File: config.mk
export PLATFORM = sky130hd
export DESIGN_NAME = matrix_owner_arb
export DESIGN_NICKNAME = d
export VERILOG_FILES = /design/src/rtl/matrix_pkg.sv /design/src/rtl/rr_pick.sv /design/src/rtl/matrix_owner_arb.sv
export SDC_FILE = /design/constraint.sdc
export NUM_CORES = 1
export LEC_CHECK = 0
export CAP_MARGIN = 20
export CORE_MARGIN = 3
export CORE_UTILIZATION = 51
export DETAILED_ROUTE_END_ITERATION = 10
export MAX_ROUTING_LAYER = met4
export PLACE_DENSITY = 0.81
export SLEW_MARGIN = 30
export SYNTH_ARGS = -nofsm -noshare
export SYNTH_HDL_FRONTEND = slang
export SYNTH_HIERARCHICAL = 1
export SYNTH_SLANG_ARGS = --single-unit
File: constraint.sdc
create_clock -name CLOCK_50 -period 4.01 [get_ports CLOCK_50]
set_input_delay 0.802 -clock CLOCK_50 [delete_from_list [all_inputs] [get_ports CLOCK_50]]
set_output_delay 0.802 -clock CLOCK_50 [all_outputs]
set_load 0.05 [all_outputs]
File: src/rtl/matrix_pkg.sv
// Shared constants and types for the LED matrix owner arbiter.
// The slice and blank defaults assume a 50 MHz CLOCK_50.
package matrix_pkg;

    localparam int ROWS          = 5;
    localparam int COLS          = 7;
    localparam int DEF_SLICE_CYC = 50000;  // 1 ms ownership slice
    localparam int DEF_BLANK_CYC = 500;    // 10 us all-off gap

    typedef enum logic [1:0] {
        IDLE  = 2'd0,
        BLANK = 2'd1,
        OWN   = 2'd2
    } state_t;

endpackage

File: src/rtl/rr_pick.sv
// Combinational round-robin selector.
// Scans req upward from ptr, wrapping modulo N_SRC; the first set bit wins.
module rr_pick #(
    parameter int N_SRC = 4,
    parameter int PTR_W = (N_SRC > 1) ? $clog2(N_SRC) : 1
) (
    input  logic [N_SRC-1:0] req,
    input  logic [PTR_W-1:0] ptr,
    output logic [N_SRC-1:0] winner,
    output logic             valid
);

    always_comb begin
        int               idx;
        logic [PTR_W-1:0] sel;
        // NOTE: every output gets a default before the loop, so no path leaves it unassigned and no latch is inferred.
        winner = '0;
        valid  = 1'b0;
        idx    = 0;
        sel    = '0;
        for (int off = 0; off < N_SRC; off++) begin
            idx = (int'(ptr) + off) % N_SRC;
            sel = PTR_W'(idx);
            if (!valid && req[sel]) begin
                winner[sel] = 1'b1;
                valid       = 1'b1;
            end
        end
    end

endmodule

File: src/rtl/matrix_owner_arb.sv
// Time-shared owner of the 5x7 matrix row/column drive.
// Round-robin slices between requesting pattern sources, with an all-off gap on every ownership change.
module matrix_owner_arb
    import matrix_pkg::*;
#(
    parameter int N_SRC     = 4,
    parameter int ROWS      = matrix_pkg::ROWS,
    parameter int COLS      = matrix_pkg::COLS,
    parameter int SLICE_CYC = DEF_SLICE_CYC,
    parameter int BLANK_CYC = DEF_BLANK_CYC
) (
    input  logic                  CLOCK_50,
    input  logic                  reset,
    input  logic [N_SRC-1:0]      req,
    input  logic [N_SRC*ROWS-1:0] src_row,
    input  logic [N_SRC*COLS-1:0] src_col,
    output logic [N_SRC-1:0]      grant,
    output logic [ROWS-1:0]       row,
    output logic [COLS-1:0]       column,
    output logic                  busy
);

    localparam int PTR_W  = (N_SRC > 1) ? $clog2(N_SRC) : 1;
    localparam int SCNT_W = $clog2(SLICE_CYC + 1);
    localparam int BCNT_W = $clog2(BLANK_CYC + 1);

    localparam logic [SCNT_W-1:0] SLICE_LAST = SCNT_W'(SLICE_CYC - 1);
    localparam logic [BCNT_W-1:0] BLANK_LAST = BCNT_W'(BLANK_CYC - 1);
    localparam logic [PTR_W-1:0]  PTR_LAST   = PTR_W'(N_SRC - 1);

    state_t              state_q, state_d;
    logic [N_SRC-1:0]    grant_q, grant_d;
    logic [PTR_W-1:0]    owner_q, owner_d;
    logic [PTR_W-1:0]    ptr_q, ptr_d;
    logic [SCNT_W-1:0]   slice_q, slice_d;
    logic [BCNT_W-1:0]   blank_q, blank_d;
    logic [ROWS-1:0]     row_q, row_d;
    logic [COLS-1:0]     col_q, col_d;
    logic                busy_q, busy_d;

    logic [N_SRC-1:0]    pick_onehot;
    logic                pick_valid;
    logic [PTR_W-1:0]    pick_idx;
    logic [PTR_W-1:0]    pick_next_ptr;
    logic                owner_req;
    logic                others_req;
    logic [ROWS-1:0]     owner_row;
    logic [COLS-1:0]     owner_col;

    rr_pick #(
        .N_SRC (N_SRC),
        .PTR_W (PTR_W)
    ) u_rr_pick (
        .req    (req),
        .ptr    (ptr_q),
        .winner (pick_onehot),
        .valid  (pick_valid)
    );

    always_comb begin
        pick_idx = '0;
        for (int i = 0; i < N_SRC; i++) begin
            if (pick_onehot[i]) pick_idx = PTR_W'(i);
        end
        pick_next_ptr = (pick_idx == PTR_LAST) ? '0 : pick_idx + PTR_W'(1);
    end

    assign owner_req  = req[owner_q];
    assign others_req = |(req & ~grant_q);
    assign owner_row  = src_row[owner_q*ROWS +: ROWS];
    assign owner_col  = src_col[owner_q*COLS +: COLS];

    always_comb begin
        state_d = state_q;
        grant_d = grant_q;
        owner_d = owner_q;
        ptr_d   = ptr_q;
        slice_d = slice_q;
        blank_d = blank_q;
        row_d   = row_q;
        col_d   = col_q;

        unique case (state_q)
            IDLE: begin
                if (pick_valid) begin
                    state_d = OWN;
                    grant_d = pick_onehot;
                    owner_d = pick_idx;
                    ptr_d   = pick_next_ptr;
                    slice_d = '0;
                end
            end

            OWN: begin
                // An owner dropping its request takes precedence over slice expiry.
                if (!owner_req || (slice_q == SLICE_LAST && others_req)) begin
                    state_d = BLANK;
                    grant_d = '0;
                    row_d   = '0;
                    col_d   = '0;
                    blank_d = '0;
                end else begin
                    slice_d = (slice_q == SLICE_LAST) ? '0 : slice_q + SCNT_W'(1);
                    row_d   = owner_row;
                    col_d   = owner_col;
                end
            end

            BLANK: begin
                if (blank_q == BLANK_LAST) begin
                    blank_d = '0;
                    if (pick_valid) begin
                        state_d = OWN;
                        grant_d = pick_onehot;
                        owner_d = pick_idx;
                        ptr_d   = pick_next_ptr;
                        slice_d = '0;
                    end else begin
                        state_d = IDLE;
                    end
                end else begin
                    blank_d = blank_q + BCNT_W'(1);
                end
            end

            default: begin
                state_d = IDLE;
                grant_d = '0;
                row_d   = '0;
                col_d   = '0;
            end
        endcase

        busy_d = (state_d != IDLE);
    end

    // NOTE: state registers use non-blocking assignments so every flop samples the pre-edge values.
    always_ff @(posedge CLOCK_50) begin
        if (reset) begin
            state_q <= IDLE;
            grant_q <= '0;
            owner_q <= '0;
            ptr_q   <= '0;
            slice_q <= '0;
            blank_q <= '0;
            row_q   <= '0;
            col_q   <= '0;
            busy_q  <= 1'b0;
        end else begin
            state_q <= state_d;
            grant_q <= grant_d;
            owner_q <= owner_d;
            ptr_q   <= ptr_d;
            slice_q <= slice_d;
            blank_q <= blank_d;
            row_q   <= row_d;
            col_q   <= col_d;
            busy_q  <= busy_d;
        end
    end

    assign grant  = grant_q;
    assign row    = row_q;
    assign column = col_q;
    assign busy   = busy_q;

endmodule
==> results.toml <==
[hold_path]
hold_class = "flop to flop"
min_path_cells = 2
whs_endpoint = "column[1]$_SDFFE_PP0P_"
min-delay-start = "column[1]$_SDFFE_PP0P_"

[global_routing]
grt_usage_pct = 23.9
grt_max_degree = 27
grt_pass1_wl_um = 13600
first_global_vias = 2789
grt_overflow = 0
antenna_found_initial = 0

[cells_and_area]
final_core_util_pct = 69.1
final_common_cell = "clkdlybuf4s50_1"
nFillCells = 450
multi_input_area_mm2 = 0.00197
mostFrequentLayoutCells = "70 x clkdlybuf4s50_1, 48 x dfxtp_1, 30 x nand2b_1"
syn2layout_area_growth_pct = 27.2
diodes = 0
drive_gt1_share_pct = 9.49
seq_area_um2 = 961
nets = 473

[clocking]
clock-root-buffer = "clkbuf_8"
holdBufCountCts = 0
cts-resized-gates = 0
postCtsSetupRepairBufs = 0
cts.htree.levels = 2
cts_tree = "done"
cts_made_buffers = 5
cts.sinks = 48
clk_pin_slew_ns = 0.08
clk_path_buf_depth = 2
insertion_delay_ns = 0.29

[routing]
routedWlPerCell_um = 16.7
drtIter0Drc = 228
vias = 2936
viasPerCell = 6.08
drc_errors = 0
drt-total-wl_um = 8050
ant_nets = 0
drtPass1Iterations = 5

[yosys]
synth_compound_area_share_pct = 22.0
syn_avg_cell_area_um2 = 8.91
yosysWarnings = 6
synth-xor-area-share_pct = 0
synth_top_flop_cell = "dfxtp_1"
synth_mux_area_share_pct = 13.3
syn-instance-count = 346
syn_nets = 409
synth_area_mm2 = 0.00308
synth_fa_ha_area_share_pct = 3.65
yosysUniqueCellTypes = 57
yosysSeqAreaShare_pct = 31.2
synthSimpleGateAreaFrac_pct = 24.8
async_flop_share_pct = 0
synth_top_family_by_area = "simple AND/OR/NAND/NOR gates"
ys_ff_latch = 48
synth_edf_count = 0

[floorplanning]
die_w_um = 83.7
ioPinCount = 71
die_h_um = 83.7
start_util_pct = 54.3
fp.dieArea_mm2 = 0.00701
rows = 27
fp.coreArea_mm2 = 0.00568

[run_status]
outcome = "complete, no violations"

[pwr]
total_leakage_power_uw = 0.00136
p_per_area_mw_per_mm2 = 477
vdd_drop_max_v = 0.000360

[timing]
slew_violations = 0
setup_viol = 0
setup_tns_ns = 0
final.setup_skew_ns = 0.00745
tightestPinTransition_ns = 0.766
fmaxAchievable_mhz = 309
maxSlewHeadroom_pct = 48.9
hold_viol = 0
rsz0062_at_grt = "no"
min_period_ns = 3.23
final.period_utilization_pct = 80.6

[worst_setup_path]
reg2regPathDepth = 10
cp-end-kind = "flop"
r2r_slack_ns = 0.80
worst-path-max-fanout = 11
worstReg2RegStart = "ptr_q[1]$_SDFFE_PP0P_"
crit_type = "primary input to flop"
worstPathArrival_ns = 3.45
worstPathRequired_ns = 4.23
start_kind = "primary input"
r2r-end = "ptr_q[0]$_SDFFE_PP0P_"

[placed_design]
io_buffer_count = 70
dp_hpwl_um = 6110
place.gp.congestion = 0.901

[run]
cap_violations = 0
## worst max-delay path by stage
stage / start / endpoint / slack (ns) / cells past startpoint
after global placement: req[2] / ptr_q[0]$_SDFFE_PP0P_ / 0.54 / 9
final: req[2] / ptr_q[0]$_SDFFE_PP0P_ / 0.78 / 9
after floorplan: ptr_q[1]$_SDFFE_PP0P_ / ptr_q[0]$_SDFFE_PP0P_ / 1.01 / 11
after detailed placement: req[2] / ptr_q[0]$_SDFFE_PP0P_ / 0.49 / 9
after CTS: req[2] / ptr_q[0]$_SDFFE_PP0P_ / 0.80 / 9
after global routing: ptr_q[1]$_SDFFE_PP0P_ / ptr_q[0]$_SDFFE_PP0P_ / 0.63 / 10
## cell families (layout without fill, tap and decap cells)
family	after synthesis	in the layout
AND/OR/NAND/NOR	134	134
multiplexers	23	23
flip-flops	48	48
AO/OA/AOI/OAI	97	97
buffers and inverters	35	100
adder cells (fa/ha/maj)	9	9
## per-stage QoR
stage / cells / total power, uW / area [um2] / setup slack [ns] / hold slack, ns
3_5_place_dp: 475 / 1580 / 3820 / 0.493 / 0.467
2_1_floorplan: 346 / 1320 / 3080 / 1.01 / 0.451
3_3_place_gp: 475 / 1570 / 3820 / 0.536 / 0.456
5_1_grt: 483 / 1990 / 3920 / 0.630 / 0.500
4_1_cts: 483 / 1870 / 3910 / 0.802 / 0.481
6_report: 483 / 1870 / 3920 / 0.779 / 0.478
## registers in the layout (all words and copies together), names as in the netlist
signal and cells:
slice_q 16, state_q 2, ptr_q 2, busy 1, blank_q 9, row 5, grant 4, owner_q 2
column 7
## power breakdown
group	internal (uW)	switching, uW	total, uW
clock	141	150	291
sequential	540	89.4	629
combinational	439	512	950
total	1120	751	1870
## routing by layer
metal / part of all wire (%) / wire, um / GRT usage (%)
met2: 49 / 3930 / 39.2
met5: 0 / 0 / -
met4: 1.6 / 131 / 5.26
met1: 44 / 3520 / 30.9
met3: 5.7 / 459 / 4.44
## cells in the mapped netlist (all sizes together) (7+ instances only)
| cell type | instances | area (um2) |
|---|---|---|
| inv | 16 | 60.1 |
| dfxtp | 48 | 961 |
| o21ai | 15 | 75.1 |
| buf | 8 | 52.6 |
| nand2 | 18 | 67.6 |
| nand2b | 30 | 188 |
| clkbuf | 11 | 42.5 |
| nor3 | 12 | 60.1 |
| or3 | 12 | 75.1 |
| ha | 9 | 113 |
| a22oi | 10 | 75.1 |
| a21oi | 24 | 120 |
| nor2 | 21 | 78.8 |
| nand3 | 7 | 40.0 |
| mux4 | 14 | 315 |
| a22o | 9 | 78.8 |
## critical path: stages
cell and delay (ns):
clkdlybuf4s50_1 0.57, mux4_2 0.57, a31o_1 0.21, a221oi_2 0.17, o2bb2ai_1 0.12, or2_2 0.32
ha_1 0.19, or3_1 0.36, a21oi_1 0.14
## cell type report
| cell class | count | area share [%] |
|---|---|---|
| Clock buffer | 8 | 2.30 |
| Inverter | 16 | 1.53 |
| Multi-Input combinational cell | 263 | 50.4 |
| Sequential cell | 48 | 24.5 |
| Tap cell | 72 | 2.30 |
| Timing Repair Buffer | 76 | 19.0 |
(Power assumes the default switching activity.)
